$ cat src/rtl/shift_sequencer.sv
// Multicycle shift unit for the execute stage: SLL/SRL/SRA/ROL, one bit position per clock,
// with a start/ready handshake shared with the multdiv unit.
module shift_sequencer #(
  parameter int WIDTH = 32,
  parameter int CNT_W = 5
) (
  input  logic             clock,
  input  logic             reset,
  input  logic             ctrl_start,
  input  logic             ctrl_abort,
  input  logic [1:0]       op,
  input  logic [CNT_W-1:0] shamt,
  input  logic [WIDTH-1:0] data_in,
  output logic [WIDTH-1:0] data_result,
  output logic             data_resultRDY,
  output logic             busy
);

  typedef enum logic [1:0] {
    IDLE  = 2'b00,
    SHIFT = 2'b01,
    DONE  = 2'b10
  } state_t;

  state_t           state;
  logic [WIDTH-1:0] acc;
  logic [CNT_W-1:0] cnt;
  logic [1:0]       op_q;
  logic             busy_q;
  logic             rdy_q;
  logic [WIDTH-1:0] step;

  always_comb begin
    step = acc;
    case (op_q)
      2'b00:   step = {acc[WIDTH-2:0], 1'b0};
      2'b01:   step = {1'b0, acc[WIDTH-1:1]};
      2'b10:   step = {acc[WIDTH-1], acc[WIDTH-1:1]};
      default: step = {acc[WIDTH-2:0], acc[WIDTH-1]};
    endcase
  end

  // busy/RDY are registered alongside the state so they decode to exactly SHIFT and DONE.
  always_ff @(posedge clock or negedge reset) begin
    if (!reset) begin
      state  <= IDLE;
      acc    <= '0;
      cnt    <= '0;
      op_q   <= 2'b00;
      busy_q <= 1'b0;
      rdy_q  <= 1'b0;
    end else begin
      case (state)
        IDLE, DONE: begin
          if (ctrl_start) begin
            acc    <= data_in;
            op_q   <= op;
            cnt    <= shamt;
            state  <= (shamt != '0) ? SHIFT : DONE;
            busy_q <= (shamt != '0);
            rdy_q  <= (shamt == '0);
          end else begin
            state  <= IDLE;
            busy_q <= 1'b0;
            rdy_q  <= 1'b0;
          end
        end
        SHIFT: begin
          // A flush leaves the partially shifted value visible but never signals ready.
          if (ctrl_abort) begin
            state  <= IDLE;
            busy_q <= 1'b0;
            rdy_q  <= 1'b0;
          end else begin
            acc <= step;
            cnt <= cnt - CNT_W'(1);
            if (cnt == CNT_W'(1)) begin
              state  <= DONE;
              busy_q <= 1'b0;
              rdy_q  <= 1'b1;
            end else begin
              busy_q <= 1'b1;
              rdy_q  <= 1'b0;
            end
          end
        end
        default: begin
          state  <= IDLE;
          busy_q <= 1'b0;
          rdy_q  <= 1'b0;
        end
      endcase
    end
  end

  assign data_result    = acc;
  assign data_resultRDY = rdy_q;
  assign busy           = busy_q;

endmodule

$ cat config.mk
export PLATFORM = sky130hd
export DESIGN_NAME = shift_sequencer
export DESIGN_NICKNAME = d
export VERILOG_FILES = /design/src/rtl/shift_sequencer.sv
export SDC_FILE = /design/constraint.sdc
export NUM_CORES = 1
export LEC_CHECK = 0
export CORE_UTILIZATION = 25
export DETAILED_ROUTE_END_ITERATION = 16
export HOLD_SLACK_MARGIN = 0.15
export PLACE_DENSITY = 0.53
export SYNTH_ARGS = -nofsm -noshare
export SYNTH_HDL_FRONTEND = slang
export SYNTH_SLANG_ARGS = --single-unit
export TNS_END_PERCENT = 50
$ cat constraint.sdc
create_clock -name clock -period 4.1 [get_ports clock]
set_clock_uncertainty 0.15 [all_clocks]
set_input_delay 0.615 -clock clock [delete_from_list [all_inputs] [get_ports clock]]
set_output_delay 0.615 -clock clock [all_outputs]
set_load 0.005 [all_outputs]
==> key figures, run 1 <==
Run status
  • Run status: finished, final reports clean

Worst setup path
  • WP data required: 4.14 ns
  • Critical path startpoint category: primary input
  • CP max FO: 66
  • Critical path type: primary input to flip-flop
  • CP arrival: 2.49 ns
  • Worst Setup End Kind: flip-flop

Synth
  • Top FF cell, synth: dfrtp_1
  • Post-synth top area share: 41.5%
  • Synthesized Nets: 290
  • Yosys Warn Count: 0
  • Post-synthesis sequential area ratio: 41.5%
  • Number of flops mapped to enable cells by yosys: 0
  • Leading cell types by count after synthesis: nand3_1, dfrtp_1, mux2i_1, o211ai_2, clkbuf_1
  • Mapped Cells: 245
  • Area leader, netlist: dfrtp_1
  • Mapped Area: 2590 µm²
  • Avg Inst Size Synth: 10.6 µm²
  • Asr flop ratio synth: 100%
  • Top cells by area, synth: dfrtp_1, o211ai_2, nand3_1, mux2i_1, buf_6
  • Post-synth cell types: 36
  • Top-count cell post-synth: nand3_1
  • #FFs+latches synth: 43

Drt
  • Starting DRT DRC Count: 102
  • Drt wl/cell: 16.3 µm
  • Pre-antenna DRT Iters: 4
  • Post-route ant nets: 0
  • WL final: 7170 µm
  • DRC: 0
  • Vias: 2148
  • Via/cell ratio: 4.87

Pwr
  • VDD IR max: 302 µV
  • P per Cell Area: 722 nW/µm²
  • Leakage power: 1.49 nW

Clocking
  • Htree depth: 2
  • TritonCTS Sinks: 43
  • Max Buffers Root-to-Sink: 2
  • Post-CTS Setup Inserts: 0
  • Insertion delay to the later sink of the worst-skew pair: 0.30 ns
  • Post-CTS resize count: 0
  • Root Buffer: clkbuf_8
  • Clock slew at reported path FFs: 0.09 ns
  • CTS tree: done
  • CTS Buf Count: 5
  • Hold Buf Count CTS: 0

GRT
  • GRT Resource Usage Total: 13.5%
  • Vias in the first global route: 2231
  • Pin count of the biggest net entering global routing: 67
  • First-pass GRT wire length: 11700 µm
  • Initial antenna violation count: 0
  • Total gr overflow: 0

Cells and area
  • Layout cell share with drive strength beyond 1: 15.6%
  • NumNets Final: 352
  • Area Growth Syn to Fin: 36.2%
  • N_diodes: 0
  • Layout Cells excl Fill: 441
  • Fillcell total: 1001

Floorplan
  • Initial core utilization: 26.2%
  • Chip Height: 104 µm
  • # rows: 36
  • Die X: 104 µm
  • Core area: 9910 µm²
  • I/O pin cnt: 77
  • Die Area: 10800 µm²

Placed design
  • Placed cells: 433
  • DP Worst Slack: 1.33 ns
  • Routability congestion estimate: 0.807
  • IO Port Bufs: 76
  • Hpwl dp: 5020 µm

Timing
  • Fin crit period: 2.45 ns
  • Setup ws final: 1.65 ns
  • Sum Neg Setup Slack: 0 ns
  • Final Cycle Share: 59.8%
  • Max Fclk: 0.408 GHz
  • Hold Slack: 0.328 ns
  • Final setup viols: 0
  • Final Max Slew Viols: 0
  • RSZ-0062 raised after global routing: no
  • Slew at the pin closest to its max-slew limit: 1.03 ns
  • Final hold violation count: 0
  • Rel. slew slack: 31.3%

Job
  • Max-Cap Viols: 0

Min path
  • Hold Path Class: primary input to async pin
[worst max-delay path, cell delays in order]
cell	delay (ns)
clkdlybuf4s50_1	0.53
or3b_4	0.77
o21ai_0	0.23
mux2_2	0.32
[state kept, by name (all words and copies together), names as in the netlist]
| signal | count |
|---|---|
| op_q | 2 |
| state | 2 |
| data_result | 32 |
| busy | 1 |
| cnt | 5 |
| data_resultRDY | 1 |
[final timing paths]
path                             from         endpoint  slack (ns)  cells after the start
hold / removal                  reset  data_result[24]        0.33                      1
hold reg to reg                cnt[4]           cnt[4]        0.38                      1
max in group asynchronous       reset  data_result[10]        2.82                      1
setup / recovery           ctrl_abort  data_result[31]        1.65                      4
setup reg to reg             state[0]  data_result[31]        1.86                      3
min in group clock             cnt[4]           cnt[4]        0.38                      1
[cell families after synthesis]
family | synth area share [%]
AND/OR/NAND/NOR | 18.6
AO/OA/AOI/OAI | 20.1
flip-flops | 41.5
multiplexers | 12.0
buffers and inverters | 6.22
XOR/XNOR | 0.675
adder cells (fa/ha/maj) | 0.964
[per-layer routing]
metal | vias up | GRT usage (%) | share of wire (%)
met2 | 62 | 20.0 | 46
li1 | 1051 | - | -
met3 | 6 | 3.82 | 5.6
met5 | - | 0 | 0
met1 | 1029 | 18.8 | 47
met4 | 0 | 4.39 | 1.2
[stage by stage]
step / total power [mW] / util [%] / instance area [µm²]
after floorplan: 1.65 / - / 2590
after global placement: 2.21 / 34.5 / 3420
after detailed placement: 2.23 / 34.5 / 3420
after CTS: 2.59 / 35.7 / 3530
after global routing: 2.74 / 35.7 / 3530
final: 2.55 / 35.7 / 3530
[power by group]
group / switching, mW / internal (mW)
Combinational: 0.601 / 0.731
Clock: 0.154 / 0.197
Sequential: 0.247 / 0.622
Total: 1.00 / 1.55
[cells in the final DEF (no fill, tap or decap), types with 3 or more instances in the layout]
cell / Yosys / final
buf_4: 2 / 3
nand2_1: 7 / 7
clkdlybuf4s50_1: 0 / 75
mux2i_1: 30 / 30
o22ai_1: 5 / 5
nor3b_1: 4 / 4
dfrtp_1: 43 / 43
o211ai_2: 30 / 30
clkbuf_8: 0 / 6
o2bb2ai_1: 4 / 4
nand3_1: 62 / 62
o21ai_0: 3 / 3
[cell type report]
| type | count | area (µm²) | area share (%) |
|---|---|---|---|
| Clock buffer | 6 | 82.6 | 2.34 |
| Clock inverter | 2 | 35.0 | 0.992 |
| Inverter | 2 | 7.51 | 0.212 |
| Multi-Input combinational cell | 175 | 1370 | 38.7 |
| Sequential cell | 43 | 1080 | 30.5 |
| Tap cell | 133 | 166 | 4.71 |
| Timing Repair Buffer | 80 | 798 | 22.6 |
No activity file was read; power rests on OpenSTA's default activity.
==> inputs of run 2 (changes only) <==
==> constraint.sdc (replaced) <==
create_clock -name clock -period 2.3 [get_ports clock]
set_clock_uncertainty 0.15 [all_clocks]
set_input_delay 0.345 -clock clock [delete_from_list [all_inputs] [get_ports clock]]
set_output_delay 0.345 -clock clock [all_outputs]
set_load 0.005 [all_outputs]
==> key figures, run 2 (same netlist as run 1, synthesis figures left out) <==
Timing
  • Max Fclk: 0.546 GHz
  • Final Cycle Share: 79.6%
  • Final setup viols: 0 (unchanged)
  • Rel. slew slack: 53.2% (was 31.3%)
  • Fin crit period: 1.83 ns
  • Sum Neg Setup Slack: 0 ns (unchanged)
  • Final hold violation count: 0 (unchanged)
  • Final Max Slew Viols: 0 (unchanged)
  • RSZ-0062 raised after global routing: no (unchanged)
  • Slew at the pin closest to its max-slew limit: 0.692 ns (was 1.03 ns)

Worst setup path
  • CP max FO: 46 (was 66)
  • CP arrival: 1.85 ns (was 2.49 ns)
  • Worst path slowest cell: dfrtp_1 (was or3b_4)
  • Worst Setup End Kind: flip-flop (unchanged)
  • WP data required: 2.32 ns (was 4.14 ns)
  • Critical path type: flip-flop to flip-flop (was primary input to flip-flop)
  • WP buf/inv: 1 (unchanged)
  • Worst path max stage delay: 0.52 ns (was 0.77 ns)
  • Crit-path cells: or3b_4 > buf_4 > nand3_1 > o211ai_2 (was clkdlybuf4s50_1 > or3b_4 > o21ai_0 > mux2_2)
  • Top delay family on crit path: simple AND/OR/NAND/NOR gates (unchanged)
  • Critical path startpoint category: flip-flop (was primary input)

Clocking
  • CTS Buf Count: 5 (unchanged)
  • Hold Buf Count CTS: 1 (was 0)
  • Post-CTS Setup Inserts: 0 (unchanged)
  • TritonCTS Sinks: 43 (unchanged)
  • Htree depth: 2 (unchanged)
  • Insertion delay to the later sink of the worst-skew pair: 0.30 ns (about the same)
  • Root Buffer: clkbuf_8 (unchanged)
  • Post-CTS resize count: 0 (unchanged)
  • Max Buffers Root-to-Sink: 2 (unchanged)
  • CTS tree: done (unchanged)
  • Clock slew at reported path FFs: 0.09 ns (about the same)

Cells and area
  • Max FFs per register: 32 (unchanged)
  • Multi-input logic area: 1370 µm² (unchanged)
  • N_diodes: 0 (unchanged)
  • Layout cell share with drive strength beyond 1: 18.4% (was 15.6%)
  • Most common cell after layout, fill and taps aside: clkdlybuf4s50_1 (unchanged)
  • Area Growth Syn to Fin: 40.0% (was 36.2%)
  • FF+latch area: 1080 µm² (unchanged)
  • Core Util, Final: 36.7% (was 35.7%)
  • Design area: 3630 µm² (was 3530 µm²)
  • Fillcell total: 1006 (was 1001)
  • Most frequent cells in the layout: clkdlybuf4s50_1, nand3_1, dfrtp_1, mux2i_1, o211ai_2 (unchanged)
  • Layout Cells excl Fill: 453 (was 441)
  • NumNets Final: 364 (was 352)

GRT
  • Pin count of the biggest net entering global routing: 47 (was 67)
  • Vias in the first global route: 2347 (was 2231)
  • Initial antenna violation count: 0 (unchanged)
  • First-pass GRT wire length: 12300 µm (was 11700 µm)
  • GRT Resource Usage Total: 14.1% (was 13.5%)
  • Total gr overflow: 0 (unchanged)

Pwr
  • Int Pwr: 2.78 mW (was 1.55 mW)
  • VDD IR max: 369 µV (was 302 µV)
  • P_sw: 1.79 mW (was 1.00 mW)
  • Sequential share of power: 33.9% (was 34.0%)
  • Power share of the combinational group: 52.9% (was 52.2%)
  • Leakage power: 1.55 nW (was 1.49 nW)
  • Sw Ratio: 39.2% (was 39.3%)
  • Power share of the clock group: 13.2% (was 13.8%)
  • P per Cell Area: 1260 nW/µm² (was 722 nW/µm²)

Drt
  • Starting DRT DRC Count: 70 (was 102)
  • Drt wl/cell: 16.0 µm (was 16.3 µm)
  • Vias: 2191 (was 2148)
  • DRC: 0 (unchanged)
  • WL final: 7240 µm (was 7170 µm)
  • Pre-antenna DRT Iters: 4 (unchanged)
  • Post-route ant nets: 0 (unchanged)
  • Via/cell ratio: 4.84 (was 4.87)

Placed design
  • Hpwl dp: 5130 µm (was 5020 µm)
  • DP Area: 3510 µm² (was 3420 µm²)
  • IO Port Bufs: 76 (unchanged)
  • Placed cells: 444 (was 433)
  • Routability congestion estimate: 0.743 (was 0.807)

Min path
  • Hold Path Class: flip-flop to flip-flop (was primary input to async pin)

Floorplan
  • Die Area: 10800 µm² (unchanged)
  • Die X: 104 µm (unchanged)
  • # rows: 36 (unchanged)
  • Core area: 9910 µm² (unchanged)
  • I/O pin cnt: 77 (unchanged)
  • Initial core utilization: 26.2% (unchanged)
  • Chip Height: 104 µm (unchanged)

Job
  • Max-Cap Viols: 0 (unchanged)

Run status
  • Run status: finished, final reports clean (unchanged)
[run 2: cell types whose count changed in the layout (fill, tap and decap cells not counted), sizes merged]
| cell | before | now |
|---|---|---|
| dlygate4sd3 | 0 | 1 |
| clkinv | 1 | 2 |
| buf | 5 | 16 |
| clkbuf | 6 | 5 |
[run 2: path summary, 6_finish.rpt]
path | endpoint | startpoint | depth (start not counted) | slack [ns]
max reg2reg | data_result[2] | state[0] | 4 | 0.47
min | cnt[4] | cnt[4] | 1 | 0.38
min reg2reg | cnt[4] | cnt[4] | 1 | 0.38
min in group asynchronous | data_result[25] | reset | 2 | 0.40
max | data_result[2] | state[0] | 4 | 0.47
max in group asynchronous | data_result[18] | reset | 3 | 1.06
[run 2: layer usage]
metal	up-vias	track usage [%]	wire [µm]
li1	1076	-	-
met1	1039	19.6	3510
met2	65	21.5	3180
met3	11	3.13	414
met4	0	5.31	148
met5	-	0	0
[run 2: layout make-up]
class | instances | share of cell area, %
Multi-Input combinational cell | 175 | 37.6
Clock inverter | 3 | 1.21
Tap cell | 133 | 4.58
Inverter | 2 | 0.207
Timing Repair Buffer | 92 | 24.9
Sequential cell | 43 | 29.6
Clock buffer | 5 | 1.89
[run 2: power groups by stage]
stage	registers, mW	logic [mW]	clock network, mW
after global routing	1.61	2.66	0.659
final	1.55	2.42	0.603
after detailed placement	1.57	2.45	0
after floorplan	1.44	1.51	0
after global placement	1.56	2.41	0
after CTS	1.56	2.46	0.628
[run 2: metrics by stage]
| step | worst slack (ns) | hold slack (ns) | power (mW) |
|---|---|---|---|
| 3_3_place_gp | 0.232 | 0.208 | 3.97 |
| 6_report | 0.469 | 0.385 | 4.57 |
| 4_1_cts | 0.464 | 0.386 | 4.64 |
| 2_1_floorplan | 0.626 | -0.101 | 2.95 |
| 3_5_place_dp | 0.204 | 0.216 | 4.02 |
| 5_1_grt | 0.367 | 0.414 | 4.93 |
